### src/rtl/ofdm_frame_slicer_if.sv
// Stream bundle for the OFDM frame slicer: sample input with SOF strobe and
// packetised output with frame-level SOF/EOF markers.
interface ofdm_frame_slicer_if #(
    parameter int WIDTH = 32
);
    // Upstream (sync detector) side
    logic [WIDTH-1:0] i_tdata;
    logic             i_sof;
    logic             i_tvalid;
    logic             i_tready;

    // Downstream (demodulator) side
    logic [WIDTH-1:0] o_tdata;
    logic             o_tlast;
    logic             o_tvalid;
    logic             o_tready;
    logic             o_sof;
    logic             o_eof;

    // Environment around the slicer: produces samples, consumes packets
    modport master (
        output i_tdata, i_sof, i_tvalid, o_tready,
        input  i_tready, o_tdata, o_tlast, o_tvalid, o_sof, o_eof
    );

    // The slicer itself
    modport slave (
        input  i_tdata, i_sof, i_tvalid, o_tready,
        output i_tready, o_tdata, o_tlast, o_tvalid, o_sof, o_eof
    );
endinterface

### src/rtl/ofdm_frame_slicer.sv
// OFDM frame slicer: follows the sync detector, optionally forwards the
// preamble, strips or keeps the cyclic prefix of each data symbol and emits
// one packet per symbol with frame-level SOF/EOF markers. Zero-latency
// datapath; only control and counters are registered.
module ofdm_frame_slicer #(
    parameter int WIDTH           = 32,
    parameter int SYMBOL_LEN      = 64,
    parameter int CP_LEN          = 16,
    parameter int PREAMBLE_LEN    = 160,
    parameter int MAX_NUM_SYMBOLS = 200,
    localparam int NSYM_W         = $clog2(MAX_NUM_SYMBOLS + 1)
) (
    input  logic                  clk,
    input  logic                  reset_n,
    input  logic                  clear,
    input  logic [NSYM_W-1:0]     num_symbols,
    input  logic                  num_symbols_valid,
    input  logic                  force_num_symbols_valid,
    input  logic                  keep_cp,
    input  logic                  pass_preamble,
    ofdm_frame_slicer_if.slave    strm,
    output logic                  frame_active,
    output logic [31:0]           frame_cnt,
    output logic [15:0]           sof_ignored_cnt
);

    // Sample counter must cover the longest segment of the frame.
    localparam int LEN_PS  = (PREAMBLE_LEN > SYMBOL_LEN) ? PREAMBLE_LEN : SYMBOL_LEN;
    localparam int MAX_LEN = (LEN_PS > CP_LEN) ? LEN_PS : CP_LEN;
    localparam int CNT_W   = (MAX_LEN > 1) ? $clog2(MAX_LEN) : 1;

    localparam logic [CNT_W-1:0]  PRE_LAST = CNT_W'(PREAMBLE_LEN - 1);
    localparam logic [CNT_W-1:0]  CP_LAST  = CNT_W'((CP_LEN > 0) ? CP_LEN - 1 : 0);
    localparam logic [CNT_W-1:0]  SYM_LAST = CNT_W'(SYMBOL_LEN - 1);
    localparam logic [NSYM_W-1:0] NSYM_MAX = NSYM_W'(MAX_NUM_SYMBOLS);

    typedef enum logic [1:0] {
        S_IDLE,
        S_PRE,
        S_CP,
        S_SYM
    } state_t;

    // Registered state
    state_t             state_q,    state_d;
    logic [CNT_W-1:0]   cnt_q,      cnt_d;      // sample index within segment
    logic [NSYM_W-1:0]  sym_q,      sym_d;      // data symbol index in frame
    logic [NSYM_W-1:0]  nsym_q,     nsym_d;     // symbols in current frame
    logic               arm_q,      arm_d;      // num_symbols armed for next frame
    logic               keep_q,     keep_d;     // keep_cp latched at frame start
    logic               pass_q,     pass_d;     // pass_preamble latched at frame start
    logic               pend_q,     pend_d;     // o_sof still owed to this frame
    logic [31:0]        fcnt_q,     fcnt_d;
    logic [15:0]        ign_q,      ign_d;

    // Combinational decode
    logic               sof_start;
    state_t             eff_state;
    logic               cur_pass;
    logic               load_nsym;
    logic [NSYM_W-1:0]  nsym_clamp;
    logic [NSYM_W-1:0]  cur_nsym;
    logic               fwd_raw;
    logic               fwd;
    logic               in_ready;
    logic               out_valid;
    logic               beat;
    logic               last_pre;
    logic               last_cp;
    logic               last_sym;
    logic               final_sym;

    // The SOF beat itself is preamble sample 0, so while IDLE a valid SOF
    // makes this cycle behave as the first PRE cycle using live config.
    assign sof_start  = (state_q == S_IDLE) && strm.i_tvalid && strm.i_sof;
    assign eff_state  = sof_start ? S_PRE : state_q;
    assign cur_pass   = (state_q == S_IDLE) ? pass_preamble : pass_q;

    // A pulse on the frame-start cycle counts as armed for that frame.
    assign load_nsym  = arm_q | num_symbols_valid | force_num_symbols_valid;
    assign nsym_clamp = (num_symbols > NSYM_MAX) ? NSYM_MAX : num_symbols;
    assign cur_nsym   = ((state_q == S_IDLE) && load_nsym) ? nsym_clamp : nsym_q;

    // Forwarding segments pass the handshake through; the rest are sunk.
    assign fwd_raw    = (eff_state == S_PRE) ? cur_pass :
                        (eff_state == S_CP)  ? keep_q   :
                        (eff_state == S_SYM);
    assign fwd        = fwd_raw & reset_n & ~clear;

    assign in_ready   = fwd ? strm.o_tready : 1'b1;
    assign out_valid  = fwd & strm.i_tvalid;
    assign beat       = strm.i_tvalid & in_ready;

    assign last_pre   = (eff_state == S_PRE) && (cnt_q == PRE_LAST);
    assign last_cp    = (eff_state == S_CP)  && (cnt_q == CP_LAST);
    assign last_sym   = (eff_state == S_SYM) && (cnt_q == SYM_LAST);
    assign final_sym  = last_sym && ((sym_q + NSYM_W'(1)) == nsym_q);

    assign strm.i_tready = in_ready;
    assign strm.o_tdata  = strm.i_tdata;
    assign strm.o_tvalid = out_valid;
    assign strm.o_tlast  = out_valid & (last_pre | last_sym);
    assign strm.o_eof    = out_valid & ((last_pre && (cur_nsym == '0)) | final_sym);
    assign strm.o_sof    = out_valid & (sof_start | pend_q);

    assign frame_active    = (state_q != S_IDLE);
    assign frame_cnt       = fcnt_q;
    assign sof_ignored_cnt = ign_q;

    // Next-state, counter and configuration-latch logic
    always_comb begin
        // NOTE: every target gets a hold value first so no path leaves it unassigned (no latches).
        state_d = state_q;
        cnt_d   = cnt_q;
        sym_d   = sym_q;
        nsym_d  = nsym_q;
        arm_d   = arm_q;
        keep_d  = keep_q;
        pass_d  = pass_q;
        pend_d  = pend_q;
        fcnt_d  = fcnt_q;
        ign_d   = ign_q;

        if (clear) begin
            state_d = S_IDLE;
            cnt_d   = '0;
            sym_d   = '0;
            nsym_d  = NSYM_MAX;
            arm_d   = 1'b0;
            keep_d  = 1'b0;
            pass_d  = 1'b0;
            pend_d  = 1'b0;
            fcnt_d  = '0;
            ign_d   = '0;
        end else begin
            if (num_symbols_valid) begin
                arm_d = 1'b1;
            end

            if (beat) begin
                if (strm.i_sof && (state_q != S_IDLE) && (ign_q != 16'hFFFF)) begin
                    ign_d = ign_q + 16'd1;
                end

                if (out_valid) begin
                    pend_d = 1'b0;
                end

                if (sof_start) begin
                    keep_d = keep_cp;
                    pass_d = pass_preamble;
                    nsym_d = cur_nsym;
                    arm_d  = 1'b0;
                    fcnt_d = fcnt_q + 32'd1;
                    // If the SOF beat is not forwarded, the first forwarded beat carries o_sof.
                    pend_d = ~pass_preamble;
                end

                unique case (eff_state)
                    S_PRE: begin
                        if (last_pre) begin
                            cnt_d = '0;
                            sym_d = '0;
                            if (cur_nsym == '0) begin
                                state_d = S_IDLE;
                                pend_d  = 1'b0;
                            end else begin
                                state_d = (CP_LEN == 0) ? S_SYM : S_CP;
                            end
                        end else begin
                            state_d = S_PRE;
                            cnt_d   = cnt_q + CNT_W'(1);
                        end
                    end
                    S_CP: begin
                        if (last_cp) begin
                            state_d = S_SYM;
                            cnt_d   = '0;
                        end else begin
                            cnt_d   = cnt_q + CNT_W'(1);
                        end
                    end
                    S_SYM: begin
                        if (last_sym) begin
                            cnt_d = '0;
                            if (final_sym) begin
                                state_d = S_IDLE;
                                sym_d   = '0;
                                pend_d  = 1'b0;
                            end else begin
                                state_d = (CP_LEN == 0) ? S_SYM : S_CP;
                                sym_d   = sym_q + NSYM_W'(1);
                            end
                        end else begin
                            cnt_d = cnt_q + CNT_W'(1);
                        end
                    end
                    default: ;
                endcase
            end
        end
    end

    // State and counter registers with asynchronous reset
    always_ff @(posedge clk or negedge reset_n) begin
        if (!reset_n) begin
            state_q <= S_IDLE;
            cnt_q   <= '0;
            sym_q   <= '0;
            nsym_q  <= NSYM_MAX;
            arm_q   <= 1'b0;
            keep_q  <= 1'b0;
            pass_q  <= 1'b0;
            pend_q  <= 1'b0;
            fcnt_q  <= '0;
            ign_q   <= '0;
        end else begin
            // NOTE: non-blocking so every register samples pre-edge values.
            state_q <= state_d;
            cnt_q   <= cnt_d;
            sym_q   <= sym_d;
            nsym_q  <= nsym_d;
            arm_q   <= arm_d;
            keep_q  <= keep_d;
            pass_q  <= pass_d;
            pend_q  <= pend_d;
            fcnt_q  <= fcnt_d;
            ign_q   <= ign_d;
        end
    end

endmodule

### src/flat_wrapper.sv
// flat-port wrapper written by rule: the top's interface ports become plain ports
module ofdm_frame_slicer_flat 
#(
    parameter int WIDTH           = 32,
    parameter int SYMBOL_LEN      = 64,
    parameter int CP_LEN          = 16,
    parameter int PREAMBLE_LEN    = 160,
    parameter int MAX_NUM_SYMBOLS = 200,
    localparam int NSYM_W         = $clog2(MAX_NUM_SYMBOLS + 1)
)
  (clk, reset_n, clear, num_symbols, num_symbols_valid, force_num_symbols_valid, keep_cp, pass_preamble, frame_active, frame_cnt, sof_ignored_cnt, strm_i_tdata, strm_i_sof, strm_i_tvalid, strm_o_tready, strm_i_tready, strm_o_tdata, strm_o_tlast, strm_o_tvalid, strm_o_sof, strm_o_eof);
  ofdm_frame_slicer_if #(.WIDTH(WIDTH)) strm_i ();
  input  logic clk;
  input  logic reset_n;
  input  logic clear;
  input  logic [NSYM_W-1:0] num_symbols;
  input  logic num_symbols_valid;
  input  logic force_num_symbols_valid;
  input  logic keep_cp;
  input  logic pass_preamble;
  output logic frame_active;
  output logic [31:0] frame_cnt;
  output logic [15:0] sof_ignored_cnt;
  input wire logic [$bits(strm_i.i_tdata)-1:0] strm_i_tdata;
  input wire logic [$bits(strm_i.i_sof)-1:0] strm_i_sof;
  input wire logic [$bits(strm_i.i_tvalid)-1:0] strm_i_tvalid;
  input wire logic [$bits(strm_i.o_tready)-1:0] strm_o_tready;
  output wire logic [$bits(strm_i.i_tready)-1:0] strm_i_tready;
  output wire logic [$bits(strm_i.o_tdata)-1:0] strm_o_tdata;
  output wire logic [$bits(strm_i.o_tlast)-1:0] strm_o_tlast;
  output wire logic [$bits(strm_i.o_tvalid)-1:0] strm_o_tvalid;
  output wire logic [$bits(strm_i.o_sof)-1:0] strm_o_sof;
  output wire logic [$bits(strm_i.o_eof)-1:0] strm_o_eof;
  assign strm_i.i_tdata = strm_i_tdata;
  assign strm_i.i_sof = strm_i_sof;
  assign strm_i.i_tvalid = strm_i_tvalid;
  assign strm_i.o_tready = strm_o_tready;
  assign strm_i_tready = strm_i.i_tready;
  assign strm_o_tdata = strm_i.o_tdata;
  assign strm_o_tlast = strm_i.o_tlast;
  assign strm_o_tvalid = strm_i.o_tvalid;
  assign strm_o_sof = strm_i.o_sof;
  assign strm_o_eof = strm_i.o_eof;
  ofdm_frame_slicer #(.WIDTH(WIDTH), .SYMBOL_LEN(SYMBOL_LEN), .CP_LEN(CP_LEN), .PREAMBLE_LEN(PREAMBLE_LEN), .MAX_NUM_SYMBOLS(MAX_NUM_SYMBOLS)) u_core (.clk(clk), .reset_n(reset_n), .clear(clear), .num_symbols(num_symbols), .num_symbols_valid(num_symbols_valid), .force_num_symbols_valid(force_num_symbols_valid), .keep_cp(keep_cp), .pass_preamble(pass_preamble), .strm(strm_i), .frame_active(frame_active), .frame_cnt(frame_cnt), .sof_ignored_cnt(sof_ignored_cnt));
endmodule
### config.mk
export PLATFORM = sky130hd
export DESIGN_NAME = ofdm_frame_slicer_flat
export DESIGN_NICKNAME = d
export VERILOG_FILES = /design/src/rtl/ofdm_frame_slicer_if.sv /design/src/rtl/ofdm_frame_slicer.sv /design/src/flat_wrapper.sv
export SDC_FILE = /design/constraint.sdc
export NUM_CORES = 1
export LEC_CHECK = 0
export ABC_AREA = 1
export BUFFER_PORTS_ARGS = -buffer_cell sky130_fd_sc_hd__buf_4
export CAP_MARGIN = 40
export CORE_MARGIN = 10
export CORE_UTILIZATION = 45
export CTS_CLUSTER_DIAMETER = 150
export DETAILED_ROUTE_END_ITERATION = 6
export GPL_ROUTABILITY_DRIVEN = 0
export PLACE_DENSITY = 0.7
export SLEW_MARGIN = 20
export SYNTH_ARGS = -nofsm -noshare
export SYNTH_HDL_FRONTEND = slang
export SYNTH_SLANG_ARGS = --single-unit
### constraint.sdc
create_clock -name clk -period 5.5 [get_ports clk]
set_input_delay 0.55 -clock clk [delete_from_list [all_inputs] [get_ports clk]]
set_output_delay 0.55 -clock clk [all_outputs]
set_load 0.03 [all_outputs]
=== Word-level counts from Yosys, hierarchy flattened ===
Cells that the tools add are included.

* Memory bits (read-only): 0
* Memories: 0
* Latch bits: 0
* Word-level logic and storage cells: 118
* Bits in registers: 78
* Output and inout port bits: 86
* RAM bits: 0
* Bits of input ports: 50

* Bitwise operators: 14
* Multiply operators: 0
* Equality and inequality tests: 11
* Muxes and demuxes: 55
* Divide/modulo/power cells: 0
* Shifts and indexed selects: 0
* $lt $le $gt $ge: 1
* Add/sub/neg operators: 4
* Reductions and logical operators: 23

{| class="wikitable"
|+ Operator list
! kind !! count
|-
| 8-bit two-way mux || 15
|-
| 32-bit two-way mux || 3
|-
| 16-bit two-way mux || 3
|-
| 32-bit by 1-bit adder with 32-bit output (second input constant) || 1
|-
| 8-bit case mux with 3 select lines || 1
|-
| 1-bit two-way mux || 22
|-
| 16-bit by 1-bit adder with 16-bit output (second input constant) || 1
|-
| 8-bit by 1-bit adder with 8-bit output (second input constant) || 2
|-
| 2-bit two-way mux || 8
|-
| 16-bit inequality test (second input constant) || 1
|-
| 8-bit case mux with 2 select lines || 1
|-
| 1-bit logical AND || 10
|-
| 3-bit by 2-bit inequality test with 1-bit output (second input constant) || 3
|-
| 8-bit by 4-bit equality test with 1-bit output (second input constant) || 1
|-
| 8-bit by 6-bit equality test with 1-bit output (second input constant) || 1
|-
| 8-bit equality test || 1
|-
| 8-bit equality test (second input constant) || 1
|-
| 8-bit greater-than comparator (second input constant) || 1
|-
| 8-bit logical NOT || 1
|-
| 4-bit AND reduction || 2
|-
| 2-bit nonzero test || 4
|-
| 1-bit AND || 7
|-
| 2-bit case mux with 3 select lines || 1
|-
| 2-bit AND reduction || 3
|-
| other kinds (8) || 14
|}

=== Logic depth before layout (Yosys ltp) ===
Gate-level depths: netlist of run 1.

* Word-level depth: 17
* Mapped depth: 16
* Mapped depth without buffers: 14

=== Worst setup path after synthesis of run 1 ===
No wires, ideal clock.

* Kind: input -> output
* Start point: input num_symbols_valid
* End point: output strm_o_eof
* Arrival: 1.962 ns
* Path slack: 2.988 ns
* Required time: 4.950 ns
* Stages on the path: 9
* Path buffers: 0
* Cell sequence: nor2_1 -> nand2_1 -> nand2_1 -> nand2_1 -> nand2_1 -> nand2_1 -> nor2_1 -> nand4_1 -> a21oi_1

* Cells in the longest elaborated chain, start to end: 8

{| class="wikitable"
|+ RTL lines
! item !! RTL line !! RTL
|-
| start, declared || flat_wrapper.sv:17 || <nowiki>input logic num_symbols_valid;</nowiki>
|-
| 1-bit bitwise OR (2 in series) || ofdm_frame_slicer.sv:80 || <nowiki>assign load_nsym = arm_q | num_symbols_valid | force_num_symbols_valid;</nowiki>
|-
| 1-bit logical AND || ofdm_frame_slicer.sv:82 || <nowiki>assign cur_nsym = ((state_q == S_IDLE) && load_nsym) ? nsym_clamp : nsym_q;</nowiki>
|-
| 8-bit two-way mux || ofdm_frame_slicer.sv:82 ||
|-
| 8-bit logical NOT || ofdm_frame_slicer.sv:103 || <nowiki>assign strm.o_eof = out_valid & ((last_pre && (cur_nsym == '0)) | final_sym);</nowiki>
|-
| 1-bit logical AND || ofdm_frame_slicer.sv:103 ||
|-
| 1-bit bitwise OR || ofdm_frame_slicer.sv:103 ||
|-
| 1-bit AND || ofdm_frame_slicer.sv:103 ||
|-
| end, declared || flat_wrapper.sv:33 || <nowiki>output wire logic [$bits(strm_i.o_eof)-1:0] strm_o_eof;</nowiki>
|}

Every way passes these cells.

=== Worst setup path after layout of run 1 ===
* Start point: register u_core.state_q[1]
* End point: output strm_o_eof

* Cells in the longest elaborated chain, start to end: 11
* Elaborated cells between the ends (all ways): 22
* Classes of those cells: eq/ne: 3; mux: 5; bitwise: 5; reduce/logical: 9

{| class="wikitable"
|+ RTL lines
! item !! RTL line !! RTL
|-
| start, declared || ofdm_frame_slicer.sv:45 || <nowiki>state_t state_q, state_d;</nowiki>
|-
| start signal, assigned || ofdm_frame_slicer.sv:219 || <nowiki>state_q <= state_d;</nowiki>
|-
| 2-bit logical NOT || ofdm_frame_slicer.sv:75, ofdm_frame_slicer.sv:77, ofdm_frame_slicer.sv:82 ||
|-
| 1-bit logical AND (2 in series) || ofdm_frame_slicer.sv:75 || <nowiki>assign sof_start = (state_q == S_IDLE) && strm.i_tvalid && strm.i_sof;</nowiki>
|-
| 2-bit two-way mux || ofdm_frame_slicer.sv:76 || <nowiki>assign eff_state = sof_start ? S_PRE : state_q;</nowiki>
|-
| 2-bit equality test, on equally long branches || ofdm_frame_slicer.sv:87, ofdm_frame_slicer.sv:96, ofdm_frame_slicer.sv:86 ||
|-
| 1-bit two-way mux || ofdm_frame_slicer.sv:86 || <nowiki>(eff_state == S_CP) ? keep_q :</nowiki>
|-
| 1-bit two-way mux || ofdm_frame_slicer.sv:85 || <nowiki>assign fwd_raw = (eff_state == S_PRE) ? cur_pass :</nowiki>
|-
| 1-bit AND (2 in series) || ofdm_frame_slicer.sv:88 || <nowiki>assign fwd = fwd_raw & reset_n & ~clear;</nowiki>
|-
| 1-bit AND || ofdm_frame_slicer.sv:91 || <nowiki>assign out_valid = fwd & strm.i_tvalid;</nowiki>
|-
| 1-bit AND (*) || ofdm_frame_slicer.sv:103 ||
|}

Every way passes the cells marked *; elsewhere a longest branch is shown, timed or not.

==> out/metrics.yaml, run 1 <==
status:
  status: "finished, final reports clean"
sta:
  fin_crit_sh_pct: 53.8
  slew_headroom_pct: 59.2
  skew_ns: 0.00592
  final-hold-violation-count: 0
  fmax_ghz: 0.338
  finalCriticalPeriod_ns: 2.96
  holdWs_ns: 0.132
  timing.final.ws_setup_ns: 2.54
  setup-tns-final_ns: 0
  worst_pin_slew_ns: 0.612
  rsz0062_at_grt: "false"
  finalSetupViolCount: 0
  slew_violations: 0
synthesis:
  ys_seq_area_share_pct: 36.2
  yosys_warnings: 0
  synth_cell_types: 40
  yosysTopAreaCellShare_pct: 34.7
  ys_top_cells_by_area: "dfrtp_1, nand2_1, nor2_1"
  synth_area_mm2: 0.00541
  synth_edf_count: 0
  ys_ff_latch: 78
  synth_cells: 763
  yosysTopAreaCell: "dfrtp_1"
  ys.flop_type: "dfrtp_1"
  syn_nets: 817
  synthArstFlopShare_pct: 100
  syn-mean-instance-area_um2: 7.09
floorplan:
  die_x_um: 130
  dieArea_mm2: 0.0168
  start_util_pct: 46.6
  placementRows: 39
  fp.coreArea_mm2: 0.0116
  dieHeight_um: 130
  ios: 136
setup_path:
  crit_type: "reg2out"
  crit_family: "simple AND/OR/NAND/NOR gates"
  regToRegSetupSlack_ns: 3.26
  cp.required_ns: 4.95
  crit_buf_inv: 2
  crit_path_cell_trace: "nor2_4 > nand2_1 > nand2_1 > nand2_1 > inv_1 > nand2_1 > nor2_1 > nand4_1 > a21oi_1 > buf_4"
  cp_common_cell: "nand2_1"
  cpMaxStageDelayCell: "dfrtp_1"
  max_stage_delay_ns: 0.49
  r2r_cells: 10
  worstPathArrival_ns: 2.41
  worstSetupPathDepth: 10
  crit_path_start_kind: "register"
  endpoint_kind: "primary output"
  r2r_start: "u_core.sof_ignored_cnt[0]"
  cp_max_fo: 10
  r2r_end: "u_core.sof_ignored_cnt[2]"
global_routing:
  grt_pass1_vias: 4959
  grt_pass1_wl_mm: 23.4
  grt-ovfl-total: 0
  antenna_found_initial: 0
  grt_usage_pct: 16.8
  grt_max_degree: 61
cts:
  cts_made_buffers: 9
  clock_sinks: 78
  post_cts_buffers: 0
  root_buffer: "clkbuf_16"
  cts_hold_buf: 0
  clock_path_buffers: 2
  cts_tree: "done"
  clk_pin_slew_ns: 0.06
  cts_resized: 0
  clk_latency_ns: 0.34
  htree_levels: 3
cells_and_area:
  stdcell_area_mm2: 0.00612
  insertedDiodeCount: 0
  nNetsFinal: 848
  layout-drive-gt1-share_pct: 15.2
  area_delta_synth_final_pct: 13.2
detailed_routing:
  drcViolationCount: 0
  post_drt_wl_per_cell_um: 14.8
  vias_per_cell: 5.43
  first_pass_iters: 5
  routed-via-count: 5111
  drt.antenna.violating_nets: 0
  routed_wl_mm: 13.9
  drtIter0Drc: 359
power_and_ir_drop:
  cellPowerDensity_mw_per_mm2: 227
  p_leak_nw: 2.79
  irDropWorstVdd_mv: 0.115
place:
  pre_cts_slack_ns: 2.72
  dp_hpwl_mm: 10.3
  io_buffers: 71
  placed_cell_area_mm2: 0.00581
flow_run:
  cap_violations: 0
hold_path:
  hp-class: "in2async"
[Yosys cell counts (4+ instances only)]
| cell type | instances |
|---|---|
| o21ai_0 | 26 |
| nand2_2 | 6 |
| o31ai_1 | 22 |
| buf_2 | 9 |
| xor2_1 | 21 |
| a21oi_2 | 4 |
| buf_4 | 34 |
| nand4_1 | 21 |
| inv_1 | 65 |
| inv_2 | 4 |
| nand2_1 | 220 |
| a21oi_1 | 10 |
| nor2_1 | 82 |
| o21ai_1 | 15 |
| xnor2_1 | 18 |
| nand3_1 | 61 |
| clkbuf_1 | 6 |
| dfrtp_1 | 75 |
| ha_1 | 4 |
| nor3_1 | 21 |
[logic make-up (layout without fill, tap and decap cells)]
logic type | count (synthesis) | count (layout) | share of synthesized area [%]
compound gates | 88 | 88 | 9.95
xor+xnor | 39 | 39 | 6.32
fa+ha+maj | 4 | 4 | 0.926
buf+inv | 123 | 158 | 11.4
flops | 78 | 78 | 36.2
mux | 1 | 1 | 0.185
simple gates | 430 | 430 | 35.1
[flip-flops by register name, indices dropped and copies added (netlist names)]
signal	flops
u_core.keep_q	1
u_core.frame_cnt	32
u_core.pass_q	1
u_core.nsym_q	8
u_core.state_q	2
u_core.cnt_q	8
u_core.arm_q	1
u_core.pend_q	1
u_core.sof_ignored_cnt	16
u_core.sym_q	8
[metal layers]
layer  track usage [%]  up-vias  share of wire (%)
met5                 0        -                  0
met4              5.49        0                1.5
met3              4.28       29                7.0
met2              27.4      140                 47
met1              21.2     2422                 45
li1                  -     2520                  -
[worst max-delay path by stage]
| stage | from | to | slack [ns] |
|---|---|---|---|
| finish | u_core.state_q[1] | strm_o_eof | 2.54 |
| global route | u_core.state_q[1] | strm_o_eof | 2.36 |
| CTS | u_core.state_q[1] | strm_o_eof | 2.56 |
| detailed placement | num_symbols_valid | strm_o_eof | 2.72 |
| global placement | reset_n | u_core.frame_cnt[18] | 2.65 |
| floorplan | num_symbols_valid | strm_o_eof | 2.99 |
[metrics by stage]
step	util (%)	power (mW)	instances
CTS	52.7	1.40	941
global placement	49.7	0.774	924
global route	52.7	1.45	941
detailed placement	50.1	0.781	926
finish	52.7	1.39	941
floorplan	-	0.767	763
[report_power, final]
group          switching, mW  internal (mW)  total [mW]  leakage (nW)
combinational          0.110         0.0508       0.161          1.58
clock                  0.235          0.385       0.620         0.151
sequential            0.0178          0.593       0.610          1.07
total                  0.363           1.03        1.39          2.79
[layout by cell type (no fill, tap or decap), types with 4 or more instances in the layout]
cell type	instances
nand2_1	220
nor2_1	82
dfrtp_1	75
buf_4	72
inv_1	65
nand3_1	61
o21ai_0	26
o31ai_1	22
nor3_1	21
nand4_1	21
xor2_1	21
xnor2_1	18
o21ai_1	15
a21oi_1	10
clkbuf_16	9
nand2_2	6
a21oi_2	4
inv_2	4
ha_1	4
[layout make-up]
class	count	area, um2
Timing Repair Buffer	74	583
Sequential cell	78	1960
Multi-Input combinational cell	562	2840
Tap cell	143	179
Clock buffer	12	267
Fill cell	1125	5490
Inverter	69	259
Clock inverter	3	42.5
(Power assumes the default switching activity.)
==> inputs of run 2 (changes only) <==
- ABC_AREA: 1 -> 0
- PLACE_DENSITY: 0.7 -> 0.74
- clock period: 5.5 -> 2.65 ns (I/O delays scaled with it)
==> run 2 against run 1 <==
Compared with the run above:
- the flow now finishes with violations (negative setup slack)
- synthesized cell count is 30% lower
- synthesized area decreased by 12%
- clock power increased by 36%
- wire length is 7.6% lower
- clock skew is 0.0035 ns higher
- worst hold slack gained 0.026 ns
==> out/metrics.yaml, run 2 <==
sta:
  worst_pin_slew_ns: 0.668
  fmax_ghz: 0.343
  finalCriticalPeriod_ns: 2.92
  rsz0062_at_grt: "true"
  fin_crit_sh_pct: 110
  slew_violations: 0
  skew_ns: 0.00946
  holdWs_ns: 0.157
  timing.final.ws_setup_ns: -0.266
  slew_headroom_pct: 55.4
  finalSetupViolCount: 10
  final-hold-violation-count: 0
synthesis:
  synth_cells: 536
  synth_area_mm2: 0.00478
  synthArstFlopShare_pct: 100
  ys_seq_area_share_pct: 40.9
  synthTopCellsByCount: "dfrtp_1, nor2_1, nand2_1"
  ys.flop_type: "dfrtp_1"
  yosysMostFrequentCell: "dfrtp_1"
  syn_nets: 590
  ys_top_cells_by_area: "dfrtp_1, buf_4, nor2_1"
  yosysTopAreaCellShare_pct: 39.2
  ys_ff_latch: 78
  yosysTopAreaCell: "dfrtp_1"
  synth_edf_count: 0
  synth_cell_types: 63
  yosys_warnings: 0
  syn-mean-instance-area_um2: 8.92
cells_and_area:
  largest_register_ffs: 32
  area_delta_synth_final_pct: 20.0
  layout-drive-gt1-share_pct: 25.6
  nNetsFinal: 651
  final_cell_mix: "buf_4, dfrtp_1, nor2_1, nand2_1, a21oi_1"
  num-fill-cells: 920
  multi_input_area_mm2: 0.00258
  register_area_mm2: 0.00196
  finish.utilization_pct: 55.6
  final_common_cell: "buf_4"
  fin_cells: 738
  insertedDiodeCount: 0
  stdcell_area_mm2: 0.00574
power_and_ir_drop:
  p_leak_nw: 2.44
  cellPowerDensity_mw_per_mm2: 406
  irDropWorstVdd_mv: 0.249
  p_total_mw: 2.33
global_routing:
  grt_busiest_layer: "met2"
  grt_max_degree: 48
  grt-ovfl-total: 0
  grt_pass1_wl_mm: 21.1
  grt_pass1_vias: 4344
  gr-usage-met2_pct: 27.5
  antenna_found_initial: 0
  grt_usage_pct: 16.8
  grt_use_met3_pct: 4.42
  use_met1_pct: 21.2
cts:
  clock_path_buffers: 2
  clk_latency_ns: 0.36
  cts_tree: "done"
  root_buffer: "clkbuf_8"
  clk_pin_slew_ns: 0.08
  clock_sinks: 78
  cts_made_buffers: 9
  htree_levels: 3
detailed_routing:
  vias_per_cell: 5.83
  post_drt_wl_per_cell_um: 17.5
  drt.antenna.violating_nets: 0
  routed-via-count: 4306
  drcViolationCount: 0
  routed_wl_mm: 12.9
  first_pass_iters: 5
  drtIter0Drc: 284
setup_path:
  cp_max_fo: 2
  endpoint_kind: "primary output"
  cp.required_ns: 2.38
  crit_path_start_kind: "register"
  crit_type: "reg2out"
  worstPathArrival_ns: 2.65
floorplan:
  dieHeight_um: 123
  start_util_pct: 46.3
  dieArea_mm2: 0.0151
  ios: 136
  fp.coreArea_mm2: 0.0103
  placementRows: 37
  die_x_um: 123
flow_run:
  cap_violations: 0
status:
  failed_checks: "negative setup slack"
  status: "finished with violations"
place:
  io_buffers: 71
  placed_cell_area_mm2: 0.00538
  dp.cells: 715
  dp_hpwl_mm: 9.32
hold_path:
  hp-class: "in2reg"
==> run 2: cell types whose count changed after synthesis, sizes merged, moves of 14 or more <==
cell    delta
o21ai     -23
buf       -14
clkbuf    +14
inv       -55
a21oi     +17
nand3     -41
nand2    -192
nor2      -25
==> run 2: area by class of cell <==
type | count | share of cell area (%)
Inverter | 14 | 0.915
Clock buffer | 10 | 2.40
Tap cell | 136 | 2.96
Timing Repair Buffer | 104 | 13.9
Multi-Input combinational cell | 390 | 45.0
Sequential cell | 78 | 34.1
Clock inverter | 6 | 0.763
==> run 2: routing by layer <==
metal / wire length, um / up-vias / share of wire, %
li1: - / 2043 / -
met1: 5610 / 2108 / 44
met5: 0 / - / 0
met2: 6350 / 136 / 49
met4: 171 / 0 / 1.3
met3: 749 / 19 / 5.8
==> run 2: what timing repair did <==
action                                  4_1_cts  5_1_grt
pin swaps                                    10        4
endpoints found under the setup margin        5       13
gates cloned                                  0        0
buffers inserted                              4        2
gates resized for setup                      10       15
hold buffers                                  1        0
endpoints found under the hold margin        28        0
==> run 2: metrics by stage <==
step | TNS, ns | setup slack, ns
2_1_floorplan | 0 | 0.0120
6_report | -1.09 | -0.266
5_1_grt | -1.88 | -0.384
4_1_cts | -1.32 | -0.358
3_5_place_dp | -0.123 | -0.0435
3_3_place_gp | 0 | 0.0336
==> run 2: worst paths after layout <==
| path | from | end | slack [ns] | cells after the start |
|---|---|---|---|---|
| max | u_core.cnt_q[0] | strm_o_eof | -0.27 | 8 |
| min | num_symbols[7] | u_core.nsym_q[7] | 0.16 | 3 |
| max reg2reg | u_core.cnt_q[0] | u_core.sym_q[3] | -0.15 | 9 |
| min reg2reg | u_core.arm_q | u_core.arm_q | 0.54 | 2 |
| max in group asynchronous | reset_n | u_core.frame_cnt[0] | 1.64 | 3 |
| min in group asynchronous | reset_n | u_core.sym_q[0] | 0.51 | 3 |
==> run 2: kinds of logic (layout without fill, tap and decap cells) <==
family	Yosys count	after routing	synth area share, %
XOR/XNOR	41	41	7.51
multiplexers	8	8	1.78
flip-flops	78	78	40.9
AO/OA/AOI/OAI	109	109	15.8
AND/OR/NAND/NOR	228	228	25.0
buffers and inverters	68	134	8.03
adder cells (fa/ha/maj)	4	4	1.05
==> run 2: critical path: stages (launching register included) <==
cell and delay [ns]:
dfrtp_1 0.41, ha_4 0.17, nand4_4 0.07, or4b_4 0.53
or4_4 0.56, a2111oi_4 0.25, nor2_2 0.08, nor2_4 0.09
buf_6 0.13
==> run 2: power by group <==
group / total [mW] / switching [mW] / internal [mW]
clock: 0.845 / 0.474 / 0.371
combinational: 0.252 / 0.153 / 0.0994
sequential: 1.24 / 0.0246 / 1.21
total: 2.33 / 0.652 / 1.68
